### src/rtl/pmem_arbiter_if.sv
// pmem_arbiter_if: bundles the three line-port buses around the arbiter.
//   icache side : i_pmem_read, i_pmem_address -> arbiter; i_pmem_rdata, i_pmem_resp <- arbiter
//   dcache side : d_pmem_read, d_pmem_write, d_pmem_address, d_pmem_wdata -> arbiter;
//                 d_pmem_rdata, d_pmem_resp <- arbiter
//   memory side : pmem_read, pmem_write, pmem_address, pmem_wdata <- arbiter;
//                 pmem_rdata, pmem_resp -> arbiter
// The slave modport is the arbiter's view; the master modport is the view of
// the surrounding caches and memory.
interface pmem_arbiter_if #(
  parameter int ADDR_W = 32,
  parameter int LINE_W = 256
);
  logic              i_pmem_read;
  logic [ADDR_W-1:0] i_pmem_address;
  logic [LINE_W-1:0] i_pmem_rdata;
  logic              i_pmem_resp;

  logic              d_pmem_read;
  logic              d_pmem_write;
  logic [ADDR_W-1:0] d_pmem_address;
  logic [LINE_W-1:0] d_pmem_wdata;
  logic [LINE_W-1:0] d_pmem_rdata;
  logic              d_pmem_resp;

  logic              pmem_read;
  logic              pmem_write;
  logic [ADDR_W-1:0] pmem_address;
  logic [LINE_W-1:0] pmem_wdata;
  logic [LINE_W-1:0] pmem_rdata;
  logic              pmem_resp;

  modport slave (
    input  i_pmem_read, i_pmem_address,
    output i_pmem_rdata, i_pmem_resp,
    input  d_pmem_read, d_pmem_write, d_pmem_address, d_pmem_wdata,
    output d_pmem_rdata, d_pmem_resp,
    output pmem_read, pmem_write, pmem_address, pmem_wdata,
    input  pmem_rdata, pmem_resp
  );

  modport master (
    output i_pmem_read, i_pmem_address,
    input  i_pmem_rdata, i_pmem_resp,
    output d_pmem_read, d_pmem_write, d_pmem_address, d_pmem_wdata,
    input  d_pmem_rdata, d_pmem_resp,
    input  pmem_read, pmem_write, pmem_address, pmem_wdata,
    output pmem_rdata, pmem_resp
  );
endinterface

### src/rtl/pmem_arbiter.sv
// pmem_arbiter: shares one physical-memory line port between the icache and
// the dcache. One 256-bit line read or write is in flight at a time; the
// winner's address, write line and operation are registered at grant and held
// on the memory port until pmem_resp. A dcache write-back is always followed by
// a one-cycle D_HOLD window in which the dcache gets first claim, so its line
// fill cannot be split off by an instruction fetch.
// Ports:
//   clk   : clock, all state updates on the rising edge
//   rst_n : asynchronous active-low reset
//   bus   : pmem_arbiter_if.slave carrying the icache, dcache and memory buses
module pmem_arbiter #(
  parameter int ADDR_W = 32,
  parameter int LINE_W = 256
) (
  input  logic           clk,
  input  logic           rst_n,
  pmem_arbiter_if.slave  bus
);

  typedef enum logic [1:0] {
    IDLE   = 2'd0,
    I_BUSY = 2'd1,
    D_BUSY = 2'd2,
    D_HOLD = 2'd3
  } state_t;

  state_t            state,      state_nxt;
  logic              op_write,   op_write_nxt;
  logic [ADDR_W-1:0] addr_q,     addr_nxt;
  logic [LINE_W-1:0] wdata_q,    wdata_nxt;
  logic              last_grant, last_grant_nxt;  // 0 = icache, 1 = dcache

  logic i_req;
  logic d_req;

  assign i_req = bus.i_pmem_read;
  assign d_req = bus.d_pmem_read | bus.d_pmem_write;

  always_ff @(posedge clk or negedge rst_n) begin
    if (!rst_n) begin
      state      <= IDLE;
      op_write   <= 1'b0;
      addr_q     <= '0;
      wdata_q    <= '0;
      last_grant <= 1'b0;
    end else begin
      state      <= state_nxt;
      op_write   <= op_write_nxt;
      addr_q     <= addr_nxt;
      wdata_q    <= wdata_nxt;
      last_grant <= last_grant_nxt;
    end
  end

  always_comb begin
    state_nxt      = state;
    op_write_nxt   = op_write;
    addr_nxt       = addr_q;
    wdata_nxt      = wdata_q;
    last_grant_nxt = last_grant;

    unique case (state)
      IDLE: begin
        // On a tie the requester that did not win last time is served; with
        // last_grant reset to I, the first tie after reset goes to D.
        if (d_req && (!i_req || !last_grant)) begin
          state_nxt      = D_BUSY;
          addr_nxt       = bus.d_pmem_address;
          wdata_nxt      = bus.d_pmem_wdata;
          op_write_nxt   = bus.d_pmem_write;  // write wins if both strobes are high
          last_grant_nxt = 1'b1;
        end else if (i_req) begin
          state_nxt      = I_BUSY;
          addr_nxt       = bus.i_pmem_address;
          op_write_nxt   = 1'b0;
          last_grant_nxt = 1'b0;
        end
      end

      I_BUSY: begin
        if (bus.pmem_resp) state_nxt = IDLE;
      end

      D_BUSY: begin
        // After a write-back the dcache usually issues its line fill next;
        // D_HOLD reserves one cycle for it.
        if (bus.pmem_resp) state_nxt = op_write ? D_HOLD : IDLE;
      end

      D_HOLD: begin
        // The dcache has priority here regardless of last_grant.
        if (d_req) begin
          state_nxt      = D_BUSY;
          addr_nxt       = bus.d_pmem_address;
          op_write_nxt   = bus.d_pmem_write;
          last_grant_nxt = 1'b1;
          if (bus.d_pmem_write) wdata_nxt = bus.d_pmem_wdata;
        end else if (i_req) begin
          state_nxt      = I_BUSY;
          addr_nxt       = bus.i_pmem_address;
          op_write_nxt   = 1'b0;
          last_grant_nxt = 1'b0;
        end else begin
          state_nxt      = IDLE;
        end
      end

      default: state_nxt = IDLE;
    endcase
  end

  // Memory strobes come straight from registered state, so a grant shows up
  // on the port one cycle after the request.
  assign bus.pmem_read    = (state == I_BUSY) | ((state == D_BUSY) & ~op_write);
  assign bus.pmem_write   = (state == D_BUSY) & op_write;
  assign bus.pmem_address = addr_q;
  assign bus.pmem_wdata   = wdata_q;

  // Responses pass through combinationally to the current owner only; a
  // pmem_resp in IDLE or D_HOLD reaches nobody.
  assign bus.i_pmem_resp  = bus.pmem_resp & (state == I_BUSY);
  assign bus.d_pmem_resp  = bus.pmem_resp & (state == D_BUSY);
  assign bus.i_pmem_rdata = bus.pmem_rdata;
  assign bus.d_pmem_rdata = bus.pmem_rdata;

endmodule

### src/flat_wrapper.sv
// flat-port wrapper written by rule: the top's interface ports become plain ports
module pmem_arbiter_flat 
#(
  parameter int ADDR_W = 32,
  parameter int LINE_W = 256
)
  (clk, rst_n, bus_i_pmem_read, bus_i_pmem_address, bus_i_pmem_rdata, bus_i_pmem_resp, bus_d_pmem_read, bus_d_pmem_write, bus_d_pmem_address, bus_d_pmem_wdata, bus_d_pmem_rdata, bus_d_pmem_resp, bus_pmem_read, bus_pmem_write, bus_pmem_address, bus_pmem_wdata, bus_pmem_rdata, bus_pmem_resp);
  pmem_arbiter_if #(.ADDR_W(ADDR_W), .LINE_W(LINE_W)) bus_i ();
  input  logic clk;
  input  logic rst_n;
  input wire logic [$bits(bus_i.i_pmem_read)-1:0] bus_i_pmem_read;
  input wire logic [$bits(bus_i.i_pmem_address)-1:0] bus_i_pmem_address;
  output wire logic [$bits(bus_i.i_pmem_rdata)-1:0] bus_i_pmem_rdata;
  output wire logic [$bits(bus_i.i_pmem_resp)-1:0] bus_i_pmem_resp;
  input wire logic [$bits(bus_i.d_pmem_read)-1:0] bus_d_pmem_read;
  input wire logic [$bits(bus_i.d_pmem_write)-1:0] bus_d_pmem_write;
  input wire logic [$bits(bus_i.d_pmem_address)-1:0] bus_d_pmem_address;
  input wire logic [$bits(bus_i.d_pmem_wdata)-1:0] bus_d_pmem_wdata;
  output wire logic [$bits(bus_i.d_pmem_rdata)-1:0] bus_d_pmem_rdata;
  output wire logic [$bits(bus_i.d_pmem_resp)-1:0] bus_d_pmem_resp;
  output wire logic [$bits(bus_i.pmem_read)-1:0] bus_pmem_read;
  output wire logic [$bits(bus_i.pmem_write)-1:0] bus_pmem_write;
  output wire logic [$bits(bus_i.pmem_address)-1:0] bus_pmem_address;
  output wire logic [$bits(bus_i.pmem_wdata)-1:0] bus_pmem_wdata;
  input wire logic [$bits(bus_i.pmem_rdata)-1:0] bus_pmem_rdata;
  input wire logic [$bits(bus_i.pmem_resp)-1:0] bus_pmem_resp;
  assign bus_i.i_pmem_read = bus_i_pmem_read;
  assign bus_i.i_pmem_address = bus_i_pmem_address;
  assign bus_i_pmem_rdata = bus_i.i_pmem_rdata;
  assign bus_i_pmem_resp = bus_i.i_pmem_resp;
  assign bus_i.d_pmem_read = bus_d_pmem_read;
  assign bus_i.d_pmem_write = bus_d_pmem_write;
  assign bus_i.d_pmem_address = bus_d_pmem_address;
  assign bus_i.d_pmem_wdata = bus_d_pmem_wdata;
  assign bus_d_pmem_rdata = bus_i.d_pmem_rdata;
  assign bus_d_pmem_resp = bus_i.d_pmem_resp;
  assign bus_pmem_read = bus_i.pmem_read;
  assign bus_pmem_write = bus_i.pmem_write;
  assign bus_pmem_address = bus_i.pmem_address;
  assign bus_pmem_wdata = bus_i.pmem_wdata;
  assign bus_i.pmem_rdata = bus_pmem_rdata;
  assign bus_i.pmem_resp = bus_pmem_resp;
  pmem_arbiter #(.ADDR_W(ADDR_W), .LINE_W(LINE_W)) u_core (.clk(clk), .rst_n(rst_n), .bus(bus_i));
endmodule
### config.mk
export PLATFORM = sky130hd
export DESIGN_NAME = pmem_arbiter_flat
export DESIGN_NICKNAME = d
export VERILOG_FILES = /design/src/rtl/pmem_arbiter_if.sv /design/src/rtl/pmem_arbiter.sv /design/src/flat_wrapper.sv
export SDC_FILE = /design/constraint.sdc
export NUM_CORES = 1
export LEC_CHECK = 0
export ABC_AREA = 1
export ABC_CLOCK_PERIOD_IN_PS = 1900
export BUFFER_PORTS_ARGS = -buffer_cell sky130_fd_sc_hd__buf_4
export CAP_MARGIN = 40
export CORE_AREA = 2 2 546 548
export CTS_BUF_LIST = sky130_fd_sc_hd__clkbuf_4 sky130_fd_sc_hd__clkbuf_8 sky130_fd_sc_hd__clkbuf_16
export DETAILED_ROUTE_END_ITERATION = 7
export DIE_AREA = 0 0 548 550
export PLACE_DENSITY = 0.3
export SLEW_MARGIN = 10
export SYNTH_ARGS = -nofsm -noshare
export SYNTH_HDL_FRONTEND = slang
export SYNTH_SLANG_ARGS = --single-unit
### constraint.sdc
create_clock -name clk -period 1.9 [get_ports clk]
set_input_delay 0.19 -clock clk [delete_from_list [all_inputs] [get_ports clk]]
set_output_delay 0.19 -clock clk [all_outputs]
set_load 0.02 [all_outputs]
==> results_tabular.tex <==
\begin{tabular}{lr}
\hline
Metric & Value \\
\hline
\multicolumn{2}{l}{\textbf{Worst setup path}} \\
Critical path class & flip-flop to flip-flop \\
Top fanout value on the critical path & 14 \\
Worst flop-to-flop path startpoint & u\_core.state[1]\$\_DFFE\_PN0P\_ \\
Length in cells of the worst reg-to-reg path & 11 \\
Worst flop-to-flop path endpoint & u\_core.bus.pmem\_wdata[114]\$\_DFFE\_PN0P\_ \\
Worst EP arrival & between 2000 and 3000 ps \\
Worst-case register-to-register setup slack & -60 ps \\
Type of element launching the critical path & flip-flop \\
Critical Path End Type & flip-flop \\
WP data required & between 2000 and 2500 ps \\
\multicolumn{2}{l}{\textbf{GRT}} \\
Fraction of met2 tracks used by global routing & 12.2\% \\
Vias in the first global route & 16000 \\
GR met1 Demand/Resource & $\sim$8.3\% \\
Wire length of the first global-routing pass & between 150000 and 200000 um \\
Antenna violations before repair & 47 \\
Aggregate global routing overflow & 0 \\
Pin count of the biggest net entering global routing & 93 \\
Global Route Usage Sum & between 8 and 9\% \\
Top Usage Layer GRT & met2 \\
Fraction of met3 tracks used by global routing & 7.77\% \\
\multicolumn{2}{l}{\textbf{Clocking}} \\
TritonCTS clock tree & yes \\
Number of buffers created by CTS & 47 \\
Number of H-tree levels & 2 \\
Clock buffer depth & 3 \\
Sink Count & approximately 300 \\
Clock transition time at the flip-flop clock pins of the worst setup and hold paths & 60 ps \\
Buffer cell driving the clock tree root & clkbuf\_16 \\
Skew-Pair Late Insertion Delay & around 700 ps \\
\multicolumn{2}{l}{\textbf{Layout}} \\
Synthesis-to-layout area growth & 75.9\% \\
Share of post-route cells with drive strength above 1 & roughly a third \\
Register cell area after layout & around 7300 um\^{}2 \\
Final layout net count & about 3200 \\
Area of combinational cells with multiple inputs & $\sim$4600 um\^{}2 \\
Commonest non-fill, non-tap cell in the layout & nand2\_1 \\
Post-route cell area & roughly 29000 um\^{}2 \\
Utilization of the core after routing & under 10\% \\
Most frequent cells in the layout & nand2\_1 (719), buf\_4 (670), dlygate4sd3\_1 (328) \\
Final cell count without fillers & 6547 \\
Total of fill cells in the finished design & 34400 \\
\multicolumn{2}{l}{\textbf{Drt}} \\
Wire length per cell & about 21 um \\
Iteration-0 DRC count of the detailed router & 894 \\
Via density per instance & around 2.4 \\
Drt total wl & 140000 um \\
DR pass1 iterations & 5 \\
\# DRC & 0 \\
Number of nets with antenna violations after routing & 0 \\
Detailed-route via count & approximately 16000 \\
\multicolumn{2}{l}{\textbf{Synth}} \\
Net count after synthesis & 2641 \\
Netlist area before placement & about 16000 um\^{}2 \\
Post-synthesis register bit count & 292 \\
Most area-consuming cells after synthesis & dfrtp\_1 (45\%), buf\_4 (24\%), nand2\_1 (17\%), nand3\_1 (8.0\%), buf\_2 (2.6\%) \\
Netlist cell types & 16 \\
Post-Syn Area per Cell & slightly below 8 um\^{}2 \\
Area share of the largest cell type after synthesis & about 45\% \\
Post-synthesis sequential area ratio & around 45\% \\
Synth warnings & 0 \\
Cell taking the most area after synthesis & dfrtp\_1 \\
Mapped Cells & between 2000 and 2500 \\
\multicolumn{2}{l}{\textbf{Floorplanning}} \\
Effective utilization at floorplan & under 10\% \\
Vert. Die Dim & $\sim$550 um \\
Chip width & about 550 um \\
Core ar. & 296000 um\^{}2 \\
Number of ports placed on the die boundary & about 1400 \\
DIE AREA & approximately 300000 um\^{}2 \\
Standard-cell row count & 200 \\
\multicolumn{2}{l}{\textbf{Placed design}} \\
RePlAce Congestion & between 0.7 and 0.8 \\
Post-Place Cells & between 6000 and 7000 \\
HPWL reported at the end of detailed placement & between 100000 and 150000 um \\
Post-place instance area & $\sim$23000 um\^{}2 \\
IO buf count & around 620 \\
\multicolumn{2}{l}{\textbf{Timing}} \\
Final setup viols & between 70 and 80 \\
Total count of max-transition violations in the final report & 0 \\
Number of hold violations in the final report & 0 \\
Unrepaired setup endpoints after global routing & yes \\
Transition at the pin with the smallest max-transition slack & roughly 650 ps \\
Setup TNS & -1480 ps \\
Crit share post-route & 103\% \\
Setup slack after layout & -60.5 ps \\
Peak Freq & roughly 500 MHz \\
Setup skew after layout & between 30 and 40 ps \\
Max-slew headroom at the worst pin & about 57\% \\
Final Critical Period & 1960 ps \\
\multicolumn{2}{l}{\textbf{Flow run}} \\
Max\_cap viols & 0 \\
\multicolumn{2}{l}{\textbf{Outcome}} \\
Violations in the final reports & setup timing \\
Outcome & finished, violations left \\
\multicolumn{2}{l}{\textbf{Power and ir drop}} \\
LEAKAGE & between 10 and 15 nW \\
IR drop worst, VDD & $\sim$0.74 mV \\
PD cells & $\sim$1800 nW/um\^{}2 \\
\multicolumn{2}{l}{\textbf{Min path}} \\
Worst hold path type & input pin to asynchronous set/reset pin \\
\hline
\end{tabular}
-- flip-flops by register name, indices dropped and copies added, names as in the netlist --
name,cells
u_core.state,2
u_core.bus.pmem_wdata,256
u_core.bus.pmem_address,32
u_core.op_write,1
u_core.last_grant,1
-- worst max-delay path by stage --
stage                                              end                   startpoint  slack (ps)  cells past startpoint
6_report        u_core.bus.pmem_wdata[114]$_DFFE_PN0P_  u_core.state[1]$_DFFE_PN0P_         -60                     11
5_1_grt          u_core.bus.pmem_wdata[53]$_DFFE_PN0P_  u_core.state[0]$_DFFE_PN0P_        -150                     12
4_1_cts                                  bus_pmem_read  u_core.state[1]$_DFFE_PN0P_        -140                      6
3_5_place_dp     u_core.bus.pmem_wdata[51]$_DFFE_PN0P_  u_core.state[1]$_DFFE_PN0P_        -280                      7
3_3_place_gp     u_core.bus.pmem_wdata[51]$_DFFE_PN0P_  u_core.state[1]$_DFFE_PN0P_        -270                      7
2_1_floorplan  u_core.bus.pmem_address[22]$_DFFE_PN0P_  u_core.state[0]$_DFFE_PN0P_         280                      8
-- area by class of cell --
type / count / share of cell area, %
Timing Repair Buffer: 1078 / 34.6
Sequential cell: 292 / 25.4
Tap cell: 3939 / 17.2
Multi-Input combinational cell: 1072 / 16.1
Clock buffer: 67 / 4.83
Inverter: 77 / 1.01
Clock inverter: 18 / 0.884
Antenna cell: 4 / 0.0348
-- cells in the mapped netlist --
| cell | n |
|---|---|
| buf_2 | 85 |
| o22ai_1 | 1 |
| buf_1 | 2 |
| inv_1 | 75 |
| buf_4 | 512 |
| o21ai_0 | 3 |
| clkbuf_1 | 13 |
| inv_2 | 1 |
| a21oi_1 | 2 |
| ha_1 | 6 |
| nand2_1 | 726 |
| nor2_1 | 71 |
| nor2_2 | 2 |
| dfrtp_1 | 292 |
| nand3_1 | 261 |
| clkinv_1 | 1 |
-- metal layers --
metal  wire length [um]  share of wire, %
met5                356              0.25
met4               9630               6.9
met3              27800                20
met2              56500                40
met1              46100                33
-- metrics by stage --
stage                     power (mW)  setup WS [ps]  hold slack (ps)
final                           52.8          -60.5              152
after global routing            57.2           -147              112
after CTS                       51.8           -139             49.3
after detailed placement        39.3           -279             83.9
after global placement          39.2           -266             88.3
after floorplan                 25.1            283             -106
-- timing repair --
item / CTS / global route
setup buffers: 6 / 10
gates cloned: 5 / 20
hold buffers: 328 / 0
endpoints found under the hold margin: 584 / 0
pin swaps: 3 / 23
setup endpoints to repair: 121 / 256
gates resized for setup: 41 / 45
-- cell families (layout without fill, tap and decap cells) --
logic type	Yosys count	count (layout)	synth area share [%]
flip-flops	292	292	44.7
other	0	4	0
AND/OR/NAND/NOR	1060	1060	26.4
buffers and inverters	689	1240	28.2
adder cells (fa/ha/maj)	6	6	0.459
AO/OA/AOI/OAI	6	6	0.191
-- power breakdown --
group,internal [mW],total (mW),switching (mW)
clock network,5.64,9.52,3.88
logic,12.3,31.8,19.4
registers,9.48,11.6,2.08
-- worst max-delay path, cell delays in order (launching register included) --
cell	delay, ps
dfrtp_1	400
buf_4	160
ha_2	170
inv_2	50
nor2_2	50
nor2_4	140
buf_12	190
nand2_8	110
buf_16	170
clkbuf_16	230
nand2_1	60
nand2_1	60
Power figures use the tool's default switching activity.
